==> src/rtl/div_share_arb_pkg.sv <==
// div_arb_pkg -- shared definitions for the divider-sharing arbiter.
//
// Contents:
//   arb_state_e  one-hot arbiter FSM state (S_IDLE, S_RUN, S_RSP)
//   SAT_Q_32     saturation pattern {1'b0, all ones}; a D_W-bit design takes
//                the top D_W bits, giving {1'b0,{D_W-1{1'b1}}}
//   DIV_LAT()    grant-to-response latency in cycles for a given D_W
//   div_frac_w() fractional bits of the fixed-point quotient
//
// Optional feature macro used by this slice: DIV_ARB_ZERO_CHK_EN.
package div_arb_pkg;

    typedef enum logic [2:0] {
        S_IDLE = 3'b001,
        S_RUN  = 3'b010,
        S_RSP  = 3'b100
    } arb_state_e;

    localparam int          MAX_D_W  = 32;
    localparam logic [31:0] SAT_Q_32 = 32'h7FFF_FFFF;

    // Grant at cycle T, response valid at cycle T + DIV_LAT(D_W).
    function automatic int DIV_LAT(input int d_w);
        return d_w + 16;
    endfunction

    // Quotient is unsigned fixed point with 4 integer bits below the
    // always-zero sign bit, e.g. Q4.11 for D_W = 16.
    function automatic int div_frac_w(input int d_w);
        return d_w - 5;
    endfunction

endpackage

==> src/rtl/div_share_arb_if.sv <==
// div_share_arb_if -- request/grant/response bundle between the requesters
// and the shared divider arbiter.
//
// Signals (names follow the block's port naming):
//   I_REQ       [N_REQ]        per-lane divide request
//   I_DIVIDEND  [N_REQ*D_W]    lane i operand at [i*D_W +: D_W]
//   I_DIVISOR   [N_REQ*D_W]    same packing
//   O_GNT       [N_REQ]        one-hot grant pulse
//   O_RSP_VLD                  result pulse
//   O_RSP_ID    [clog2(N_REQ)] owner of the result
//   O_QUOTIENT  [D_W]          result, MSB always 0
//   O_BUSY                     arbiter is not idle
//
// Handshake: I_REQ[i] acts as a level valid and must stay high with stable
// operands until O_GNT[i] pulses; the transfer happens in the cycle where
// both are high. O_GNT is the ready and is asserted for exactly one cycle.
// O_RSP_VLD is a single-cycle valid with no backpressure. Lowering I_REQ
// before the grant withdraws the request.
//
// Modports: slave = arbiter side, master = requester side.
interface div_share_arb_if #(
    parameter int N_REQ = 4,
    parameter int D_W   = 16
);
    localparam int ID_W = $clog2(N_REQ);

    logic [N_REQ-1:0]     I_REQ;
    logic [N_REQ*D_W-1:0] I_DIVIDEND;
    logic [N_REQ*D_W-1:0] I_DIVISOR;
    logic [N_REQ-1:0]     O_GNT;
    logic                 O_RSP_VLD;
    logic [ID_W-1:0]      O_RSP_ID;
    logic [D_W-1:0]       O_QUOTIENT;
    logic                 O_BUSY;

    modport slave (
        input  I_REQ, I_DIVIDEND, I_DIVISOR,
        output O_GNT, O_RSP_VLD, O_RSP_ID, O_QUOTIENT, O_BUSY
    );

    modport master (
        output I_REQ, I_DIVIDEND, I_DIVISOR,
        input  O_GNT, O_RSP_VLD, O_RSP_ID, O_QUOTIENT, O_BUSY
    );

endinterface

==> src/rtl/div_share_arb_divider_pos.sv <==
// divider_pos -- sequential positive fixed-point divider.
//
// Computes floor((dividend << FRAC_W) / divisor) on the magnitude bits
// [D_W-2:0] of both operands (sign bits ignored), saturating to
// {1'b0,{D_W-1{1'b1}}} on overflow or zero divisor. With USE_IN_SOFTMAX
// set the result is additionally clamped to 1.0.
//
// Ports:
//   I_CLK, I_RST_N  clock, asynchronous active-low reset
//   I_START         level; a new division is taken when idle
//   I_DIVIDEND      operand, must be stable while I_START is high
//   I_DIVISOR       operand, same rule
//   O_VLD           one-cycle pulse, O_QUOTIENT valid
//   O_QUOTIENT      result, held until the next result
//
// Timing: I_START seen at cycle S gives O_VLD at cycle S + DIV_LAT(D_W) - 2.
module divider_pos
    import div_arb_pkg::*;
#(
    parameter int D_W            = 16,
    parameter int USE_IN_SOFTMAX = 0
) (
    input  logic           I_CLK,
    input  logic           I_RST_N,
    input  logic           I_START,
    input  logic [D_W-1:0] I_DIVIDEND,
    input  logic [D_W-1:0] I_DIVISOR,
    output logic           O_VLD,
    output logic [D_W-1:0] O_QUOTIENT
);

    localparam int FRAC_W  = div_frac_w(D_W);
    localparam int SH_W    = D_W - 1 - FRAC_W;
    // Busy cycles from load to result; iterations finish well before.
    localparam int RUN_CYC = DIV_LAT(D_W) - 3;
    localparam int CNT_W   = $clog2(RUN_CYC);
    localparam logic [CNT_W-1:0] LAST_CNT = CNT_W'(RUN_CYC - 1);
    localparam logic [D_W-1:0]   SAT_Q    = SAT_Q_32[MAX_D_W-1 -: D_W];
    localparam logic [D_W-1:0]   ONE_Q    = {{(D_W-1){1'b0}}, 1'b1} << FRAC_W;

    logic [D_W-2:0] a_sig;
    logic [D_W-2:0] b_sig;
    logic           sat_in;
    logic           unused_sign;

    logic             busy_q;
    logic             vld_q;
    logic             sat_q;
    logic [CNT_W-1:0] cnt_q;
    logic [D_W-2:0]   rem_q;
    logic [D_W-2:0]   low_q;
    logic [D_W-2:0]   dvs_q;
    logic [D_W-2:0]   quo_q;
    logic [D_W-1:0]   out_q;

    logic [D_W-1:0] rem_sh;
    logic           q_bit;
    logic [D_W-2:0] rem_nxt;
    logic [D_W-1:0] result;

    assign a_sig       = I_DIVIDEND[D_W-2:0];
    assign b_sig       = I_DIVISOR[D_W-2:0];
    assign unused_sign = I_DIVIDEND[D_W-1] ^ I_DIVISOR[D_W-1];

    // The quotient reaches 2^(D_W-1) exactly when a >= b << SH_W. Checking
    // that up front means only the low D_W-1 quotient bits need iterating,
    // and the starting remainder (a >> SH_W) is already below the divisor.
    // A zero divisor always lands here.
    assign sat_in = {{SH_W{1'b0}}, a_sig} >= {b_sig, {SH_W{1'b0}}};

    // One restoring-division step per cycle.
    always_comb begin
        rem_sh  = {rem_q, low_q[D_W-2]};
        q_bit   = rem_sh >= {1'b0, dvs_q};
        rem_nxt = q_bit ? (D_W-1)'(rem_sh - {1'b0, dvs_q}) : (D_W-1)'(rem_sh);
    end

    always_comb begin
        result = sat_q ? SAT_Q : {1'b0, quo_q};
        if (USE_IN_SOFTMAX != 0 && result > ONE_Q) begin
            result = ONE_Q;
        end
    end

    always_ff @(posedge I_CLK or negedge I_RST_N) begin
        if (!I_RST_N) begin
            busy_q <= 1'b0;
            vld_q  <= 1'b0;
            sat_q  <= 1'b0;
            cnt_q  <= '0;
            rem_q  <= '0;
            low_q  <= '0;
            dvs_q  <= '0;
            quo_q  <= '0;
            out_q  <= '0;
        end else begin
            vld_q <= 1'b0;
            if (!busy_q) begin
                // The owner drops I_START on the O_VLD edge, so a start still
                // high during O_VLD belongs to the finished division.
                if (I_START && !vld_q) begin
                    busy_q <= 1'b1;
                    cnt_q  <= '0;
                    rem_q  <= {{SH_W{1'b0}}, a_sig[D_W-2:SH_W]};
                    low_q  <= {a_sig[SH_W-1:0], {FRAC_W{1'b0}}};
                    dvs_q  <= b_sig;
                    quo_q  <= '0;
                    sat_q  <= sat_in;
                end
            end else begin
                cnt_q <= cnt_q + 1'b1;
                if (int'(cnt_q) < D_W - 1) begin
                    rem_q <= rem_nxt;
                    low_q <= {low_q[D_W-3:0], 1'b0};
                    quo_q <= {quo_q[D_W-3:0], q_bit};
                end
                if (cnt_q == LAST_CNT) begin
                    busy_q <= 1'b0;
                    vld_q  <= 1'b1;
                    out_q  <= result;
                end
            end
        end
    end

    assign O_VLD      = vld_q;
    assign O_QUOTIENT = out_q;

endmodule

==> src/rtl/div_share_arb.sv <==
// div_share_arb -- round-robin arbiter sharing one divider_pos among N_REQ
// requesters.
//
// Ports:
//   I_CLK     clock, all state on the rising edge
//   I_RST_N   asynchronous active-low reset, also clears the divider
//   bus       div_share_arb_if.slave: I_REQ, I_DIVIDEND, I_DIVISOR in;
//             O_GNT, O_RSP_VLD, O_RSP_ID, O_QUOTIENT, O_BUSY out
//   O_STATE   current FSM state (debug)
//
// Flow: in S_IDLE one requesting lane is granted (O_GNT pulse, operands
// latched), S_RUN holds divider start until its O_VLD, S_RSP presents the
// result for one cycle. Grant to response is DIV_LAT(D_W) cycles.
// Requests seen outside S_IDLE wait for the next idle cycle.
//
// Optional feature: define DIV_ARB_ZERO_CHK_EN to answer a zero divisor
// (magnitude bits) with the saturated quotient one cycle after the grant,
// without using the divider.
module div_share_arb
    import div_arb_pkg::*;
#(
    parameter int N_REQ          = 4,
    parameter int D_W            = 16,
    parameter int USE_IN_SOFTMAX = 0
) (
    input  logic             I_CLK,
    input  logic             I_RST_N,
    div_share_arb_if.slave   bus,
    output arb_state_e       O_STATE
);

    localparam int             ID_W  = $clog2(N_REQ);
    localparam logic [D_W-1:0] SAT_Q = SAT_Q_32[MAX_D_W-1 -: D_W];

    arb_state_e state_q;
    arb_state_e state_d;

    logic [ID_W-1:0] rr_ptr_q;
    logic [ID_W-1:0] id_q;
    logic [D_W-1:0]  dividend_q;
    logic [D_W-1:0]  divisor_q;
    logic [D_W-1:0]  quo_q;

    logic             gnt_any;
    logic [ID_W-1:0]  gnt_idx;
    logic [N_REQ-1:0] gnt_vec;
    logic [ID_W-1:0]  next_ptr;
    logic [D_W-1:0]   sel_dividend;
    logic [D_W-1:0]   sel_divisor;
    logic             zero_byp;

    logic           div_start;
    logic           div_vld;
    logic [D_W-1:0] div_quo;
    logic           rsp_vld;

    // Lane reached k steps after ptr, wrapping at N_REQ.
    function automatic int rot_idx(input int ptr, input int k);
        int s;
        s = ptr + k;
        return (s >= N_REQ) ? s - N_REQ : s;
    endfunction

    // Round-robin pick starting at rr_ptr. Grants exist only in S_IDLE and
    // never while reset is asserted, so O_GNT is 0 during reset even with
    // requests pending.
    always_comb begin
        gnt_any = 1'b0;
        gnt_idx = '0;
        gnt_vec = '0;
        for (int k = 0; k < N_REQ; k++) begin
            if (!gnt_any && bus.I_REQ[rot_idx(int'(rr_ptr_q), k)]) begin
                gnt_any = 1'b1;
                gnt_idx = ID_W'(rot_idx(int'(rr_ptr_q), k));
            end
        end
        if (state_q != S_IDLE || !I_RST_N) begin
            gnt_any = 1'b0;
        end
        if (gnt_any) begin
            gnt_vec[gnt_idx] = 1'b1;
        end
    end

    assign next_ptr     = ID_W'(rot_idx(int'(gnt_idx), 1));
    assign sel_dividend = bus.I_DIVIDEND[gnt_idx*D_W +: D_W];
    assign sel_divisor  = bus.I_DIVISOR[gnt_idx*D_W +: D_W];

`ifdef DIV_ARB_ZERO_CHK_EN
    assign zero_byp = (sel_divisor[D_W-2:0] == '0);
`else
    assign zero_byp = 1'b0;
`endif

    always_comb begin
        state_d = state_q;
        unique case (state_q)
            S_IDLE: begin
                if (gnt_any) begin
                    state_d = zero_byp ? S_RSP : S_RUN;
                end
            end
            S_RUN: begin
                if (div_vld) begin
                    state_d = S_RSP;
                end
            end
            S_RSP: begin
                state_d = S_IDLE;
            end
            default: begin
                state_d = S_IDLE;
            end
        endcase
    end

    always_ff @(posedge I_CLK or negedge I_RST_N) begin
        if (!I_RST_N) begin
            state_q <= S_IDLE;
        end else begin
            state_q <= state_d;
        end
    end

    always_ff @(posedge I_CLK or negedge I_RST_N) begin
        if (!I_RST_N) begin
            rr_ptr_q   <= '0;
            id_q       <= '0;
            dividend_q <= '0;
            divisor_q  <= '0;
            quo_q      <= '0;
        end else begin
            if (gnt_any) begin
                rr_ptr_q   <= next_ptr;
                id_q       <= gnt_idx;
                dividend_q <= sel_dividend;
                divisor_q  <= sel_divisor;
                if (zero_byp) begin
                    quo_q <= SAT_Q;
                end
            end else if (state_q == S_RUN && div_vld) begin
                quo_q <= div_quo;
            end
        end
    end

    // Start is high for the whole of S_RUN: from the cycle after the grant
    // until the edge that sees the divider's O_VLD.
    assign div_start = (state_q == S_RUN);

    divider_pos #(
        .D_W            (D_W),
        .USE_IN_SOFTMAX (USE_IN_SOFTMAX)
    ) u_divider_pos (
        .I_CLK      (I_CLK),
        .I_RST_N    (I_RST_N),
        .I_START    (div_start),
        .I_DIVIDEND (dividend_q),
        .I_DIVISOR  (divisor_q),
        .O_VLD      (div_vld),
        .O_QUOTIENT (div_quo)
    );

    assign rsp_vld        = (state_q == S_RSP);
    assign bus.O_GNT      = gnt_vec;
    assign bus.O_RSP_VLD  = rsp_vld;
    // ID and quotient read as zero outside the response cycle.
    assign bus.O_RSP_ID   = rsp_vld ? id_q  : '0;
    assign bus.O_QUOTIENT = rsp_vld ? quo_q : '0;
    assign bus.O_BUSY     = (state_q != S_IDLE);
    assign O_STATE        = state_q;

endmodule

==> src/flat_wrapper.sv <==
// flat-port wrapper written by rule: the top's interface ports become plain ports
module div_share_arb_flat import div_arb_pkg::*;
#(
    parameter int N_REQ          = 4,
    parameter int D_W            = 16,
    parameter int USE_IN_SOFTMAX = 0
)
  (I_CLK, I_RST_N, O_STATE, bus_I_REQ, bus_I_DIVIDEND, bus_I_DIVISOR, bus_O_GNT, bus_O_RSP_VLD, bus_O_RSP_ID, bus_O_QUOTIENT, bus_O_BUSY);
  div_share_arb_if #(.N_REQ(N_REQ), .D_W(D_W)) bus_i ();
  input  logic I_CLK;
  input  logic I_RST_N;
  output arb_state_e O_STATE;
  input wire logic [$bits(bus_i.I_REQ)-1:0] bus_I_REQ;
  input wire logic [$bits(bus_i.I_DIVIDEND)-1:0] bus_I_DIVIDEND;
  input wire logic [$bits(bus_i.I_DIVISOR)-1:0] bus_I_DIVISOR;
  output wire logic [$bits(bus_i.O_GNT)-1:0] bus_O_GNT;
  output wire logic [$bits(bus_i.O_RSP_VLD)-1:0] bus_O_RSP_VLD;
  output wire logic [$bits(bus_i.O_RSP_ID)-1:0] bus_O_RSP_ID;
  output wire logic [$bits(bus_i.O_QUOTIENT)-1:0] bus_O_QUOTIENT;
  output wire logic [$bits(bus_i.O_BUSY)-1:0] bus_O_BUSY;
  assign bus_i.I_REQ = bus_I_REQ;
  assign bus_i.I_DIVIDEND = bus_I_DIVIDEND;
  assign bus_i.I_DIVISOR = bus_I_DIVISOR;
  assign bus_O_GNT = bus_i.O_GNT;
  assign bus_O_RSP_VLD = bus_i.O_RSP_VLD;
  assign bus_O_RSP_ID = bus_i.O_RSP_ID;
  assign bus_O_QUOTIENT = bus_i.O_QUOTIENT;
  assign bus_O_BUSY = bus_i.O_BUSY;
  div_share_arb #(.N_REQ(N_REQ), .D_W(D_W), .USE_IN_SOFTMAX(USE_IN_SOFTMAX)) u_core (.I_CLK(I_CLK), .I_RST_N(I_RST_N), .bus(bus_i), .O_STATE(O_STATE));
endmodule
==> config.mk <==
export PLATFORM = sky130hd
export DESIGN_NAME = div_share_arb_flat
export DESIGN_NICKNAME = d
export VERILOG_FILES = /design/src/rtl/div_share_arb_pkg.sv /design/src/rtl/div_share_arb_if.sv /design/src/rtl/div_share_arb_divider_pos.sv /design/src/rtl/div_share_arb.sv /design/src/flat_wrapper.sv
export SDC_FILE = /design/constraint.sdc
export NUM_CORES = 1
export LEC_CHECK = 0
export BUFFER_PORTS_ARGS = -buffer_cell sky130_fd_sc_hd__buf_4
export CAP_MARGIN = 0
export CORE_UTILIZATION = 55
export CTS_CLUSTER_SIZE = 24
export DETAILED_ROUTE_END_ITERATION = 12
export HOLD_SLACK_MARGIN = 0.05
export PLACE_DENSITY_LB_ADDON = 0.2
export SYNTH_ARGS = -nofsm -noshare
export SYNTH_HDL_FRONTEND = slang
export SYNTH_SLANG_ARGS = --single-unit
==> constraint.sdc <==
create_clock -name I_CLK -period 7.65 [get_ports I_CLK]
set_clock_uncertainty 0.05 [all_clocks]
set_input_delay 0.765 -clock I_CLK [delete_from_list [all_inputs] [get_ports I_CLK]]
set_output_delay 0.765 -clock I_CLK [all_outputs]
set_load 0.005 [all_outputs]
==> flow_metrics.env <==
export IMPL_status="completed"
export IMPL_port_buffers=151
export IMPL_ff2ff_setup_slack_ns=4.28
export IMPL_total_power_mw=3.99
export IMPL_reg2reg_from="u_core.u_divider_pos.rem_q[1]"
export IMPL_grt_start_max_net_pins=69
export IMPL_ir_worst_vdd_v=0.000201
export IMPL_drc=0
export IMPL_core_area_sq_um=12300
export IMPL_grt_pass1_wl_microns=29200
export IMPL_switching_share=0.415
export IMPL_synth_area_sq_um=7050
export IMPL_cts_tree="yes"
export IMPL_cp_max_fo=64
export IMPL_antenna_found_initial=0
export IMPL_area_growth_pct=26.4
export IMPL_cts_sinks=124
export IMPL_endpoint_kind="primary output"
export IMPL_drive_above_1_share=0.249
export IMPL_htree_levels=4
export IMPL_p_seq_frac=0.294
export IMPL_crit_type="in -> out"
export IMPL_fmax_mhz=267
export IMPL_setup_viol=0
export IMPL_start_util=0.575
export IMPL_drv_cap=0
export IMPL_start_kind="input port"
export IMPL_synth_top_cell_by_area="dfrtp_1"
export IMPL_gr_total_overflow=0
export IMPL_yosys_area_share_simple=0.144
export IMPL_fin_crit_ns=3.74
export IMPL_synth_top_area_frac=0.437
export IMPL_combPwrFrac=0.494
export IMPL_finalHoldViolCount=0
export IMPL_ios=161
export IMPL_synth_seq_area_share=0.440
export IMPL_fin_crit_sh=0.489
export IMPL_grt_pass1_vias=6012
export IMPL_synth_fa_ha_area_frac=0.0596
export IMPL_cts_resized=0
export IMPL_synth_xor_area_frac=0.0124
export IMPL_cts_made_buffers=17
export IMPL_root_buffer="clkbuf_16"
export IMPL_reg2reg_depth=7
export IMPL_synthMuxAreaShare=0.127
export IMPL_cts_setup_buffers=0
export IMPL_die_y_microns=115
export IMPL_ys_top_cells_by_area="dfrtp_1, mux2i_1, ha_1, nand2_1, o221ai_1"
export IMPL_async_flop_share=1.00
export IMPL_clk_latency_ns=0.42
export IMPL_p_leak_nw=4.30
export IMPL_drtIter0Drc=375
export IMPL_wl_microns=18000
export IMPL_synth_seq_cells=124
export IMPL_fin_nets=1030
export IMPL_gp_congestion=0.898
export IMPL_pwr_share_clk=0.211
export IMPL_slew_headroom=0.204
export IMPL_synth_edf_count=0
export IMPL_rows=40
export IMPL_diodes=0
export IMPL_p_sw_mw=1.66
export IMPL_syn_instance_count=729
export IMPL_slew_viol_final=0
export IMPL_stdcell_count=1043
export IMPL_synth_cell_types=64
export IMPL_p_int_mw=2.33
export IMPL_clockBufferDepth=2
export IMPL_synth_compound_area_frac=0.167
export IMPL_fp_dieW_microns=115
export IMPL_hold_class="in -> async"
export IMPL_synth_nets=896
export IMPL_dp_cells=1012
export IMPL_dpl_hpwl_microns=12900
export IMPL_yosysMostFrequentCell="dfrtp_1"
export IMPL_syn_area_per_cell_sq_um=9.67
export IMPL_cp_arrival_ns=2.93
export IMPL_synth_top_family_by_area="compound AO/OA/AOI/OAI gates"
export IMPL_synth_commonest_cells="dfrtp_1, nand2_1, mux2i_1"
export IMPL_required_ns=6.84
export IMPL_grt_use_total=0.288
export IMPL_synth_ff_type="dfrtp_1"
export IMPL_power_density_nw_per_um2=448
export IMPL_reg2reg_to="u_core.u_divider_pos.rem_q[0]"
export IMPL_vias=6074
export IMPL_finalSetupTns_ns=0
export IMPL_viasPerCell=5.82
export IMPL_antenna_left=0
export IMPL_ctsHoldBuffers=0
export IMPL_clkTransAtPathRegs_ns=0.05
export IMPL_drt_pass1_iter_count=5
export IMPL_routedWlPerCell_microns=17.3
export IMPL_rsz0062_at_grt="false"
export IMPL_yosys_warnings=0
export IMPL_dieArea_sq_um=13300
export IMPL_worstMarginPinSlew_ns=1.19
[stage by stage]
stage / util / setup WS [ns] / cell area (sq um) / hold slack [ns]
2_1_floorplan: - / 4.58 / 7050 / 0.388
3_3_place_gp: 0.676 / 4.00 / 8290 / 0.401
3_5_place_dp: 0.676 / 3.91 / 8290 / 0.409
4_1_cts: 0.727 / 3.90 / 8910 / 0.388
5_1_grt: 0.727 / 3.76 / 8910 / 0.412
6_report: 0.727 / 3.91 / 8910 / 0.359
[worst max path at each step]
stage	startpoint	endpoint	slack, ns	cells past startpoint
floorplan	bus_I_REQ[0]	bus_O_GNT[0]	4.58	9
global placement	bus_I_REQ[0]	bus_O_GNT[0]	4.00	10
detailed placement	bus_I_REQ[0]	bus_O_GNT[2]	3.91	10
CTS	bus_I_REQ[0]	bus_O_GNT[2]	3.90	10
global route	bus_I_REQ[0]	bus_O_GNT[0]	3.76	10
finish	bus_I_REQ[0]	bus_O_GNT[2]	3.91	10
[cell type report]
type | count | area, sq um
multi-input combinational | 519 | 3630
fill | 874 | 3350
sequential | 124 | 3100
timing repair buffer | 157 | 1180
clock buffer | 18 | 429
tap | 168 | 210
clock inverter | 13 | 194
inverter | 44 | 165
[power by group through the flow]
stage               Combinational (mW)  Clock (mW)  Sequential, mW
finish                            1.97       0.844            1.17
global placement                  1.86           0            1.16
floorplan                         1.54           0            1.07
CTS                               1.96       0.851            1.17
detailed placement                1.94           0            1.17
global route                      2.19       0.881            1.20
[worst max-delay path, stage by stage]
cell     delay, ns
buf_4         0.12
inv_1         0.06
nor2_1        0.06
a211o_1       0.31
a21oi_4       0.15
buf_4         0.75
inv_1         0.19
ha_1          0.25
and2_1        0.13
buf_4         0.13
[sequential cells by signal (all words and copies together), names as in the netlist]
| signal | count |
|---|---|
| u_core.dividend_q | 15 |
| u_core.divisor_q | 15 |
| u_core.quo_q | 15 |
| u_core.u_divider_pos.O_QUOTIENT | 15 |
| u_core.u_divider_pos.dvs_q | 15 |
| u_core.u_divider_pos.quo_q | 15 |
| u_core.u_divider_pos.rem_q | 15 |
| u_core.u_divider_pos.cnt_q | 5 |
| u_core.u_divider_pos.low_q | 4 |
| u_core.O_STATE | 3 |
| u_core.id_q | 2 |
| u_core.rr_ptr_q | 2 |
| u_core.u_divider_pos.O_VLD | 1 |
| u_core.u_divider_pos.busy_q | 1 |
| u_core.u_divider_pos.sat_q | 1 |
[layout by cell type (no fill, tap or decap), types with 17 or more instances in the layout]
master / instances
buf_4: 157
dfrtp_1: 123
nand2_1: 95
mux2i_1: 70
o21ai_0: 54
inv_1: 44
nor2_1: 43
ha_1: 32
o221ai_1: 31
and2_1: 24
a21oi_1: 24
nand3_1: 19
clkbuf_16: 17
[logic make-up after synthesis]
group,after synthesis
xor+xnor,10
simple gates,217
other cells,1
buf+inv,86
flops,124
compound gates,171
fa+ha+maj,33
mux,87
[layer usage]
| metal | vias up | GRT usage | share of wire | wire, microns |
|---|---|---|---|---|
| met2 | 248 | 0.497 | 0.52 | 9400 |
| met5 | - | 0 | 0 | 0 |
| met3 | 45 | 0.0548 | 0.046 | 832 |
| met1 | 2895 | 0.348 | 0.40 | 7220 |
| met4 | 0 | 0.140 | 0.030 | 544 |
| li1 | 2886 | - | - | - |
No activity file was read; power rests on OpenSTA's default activity.
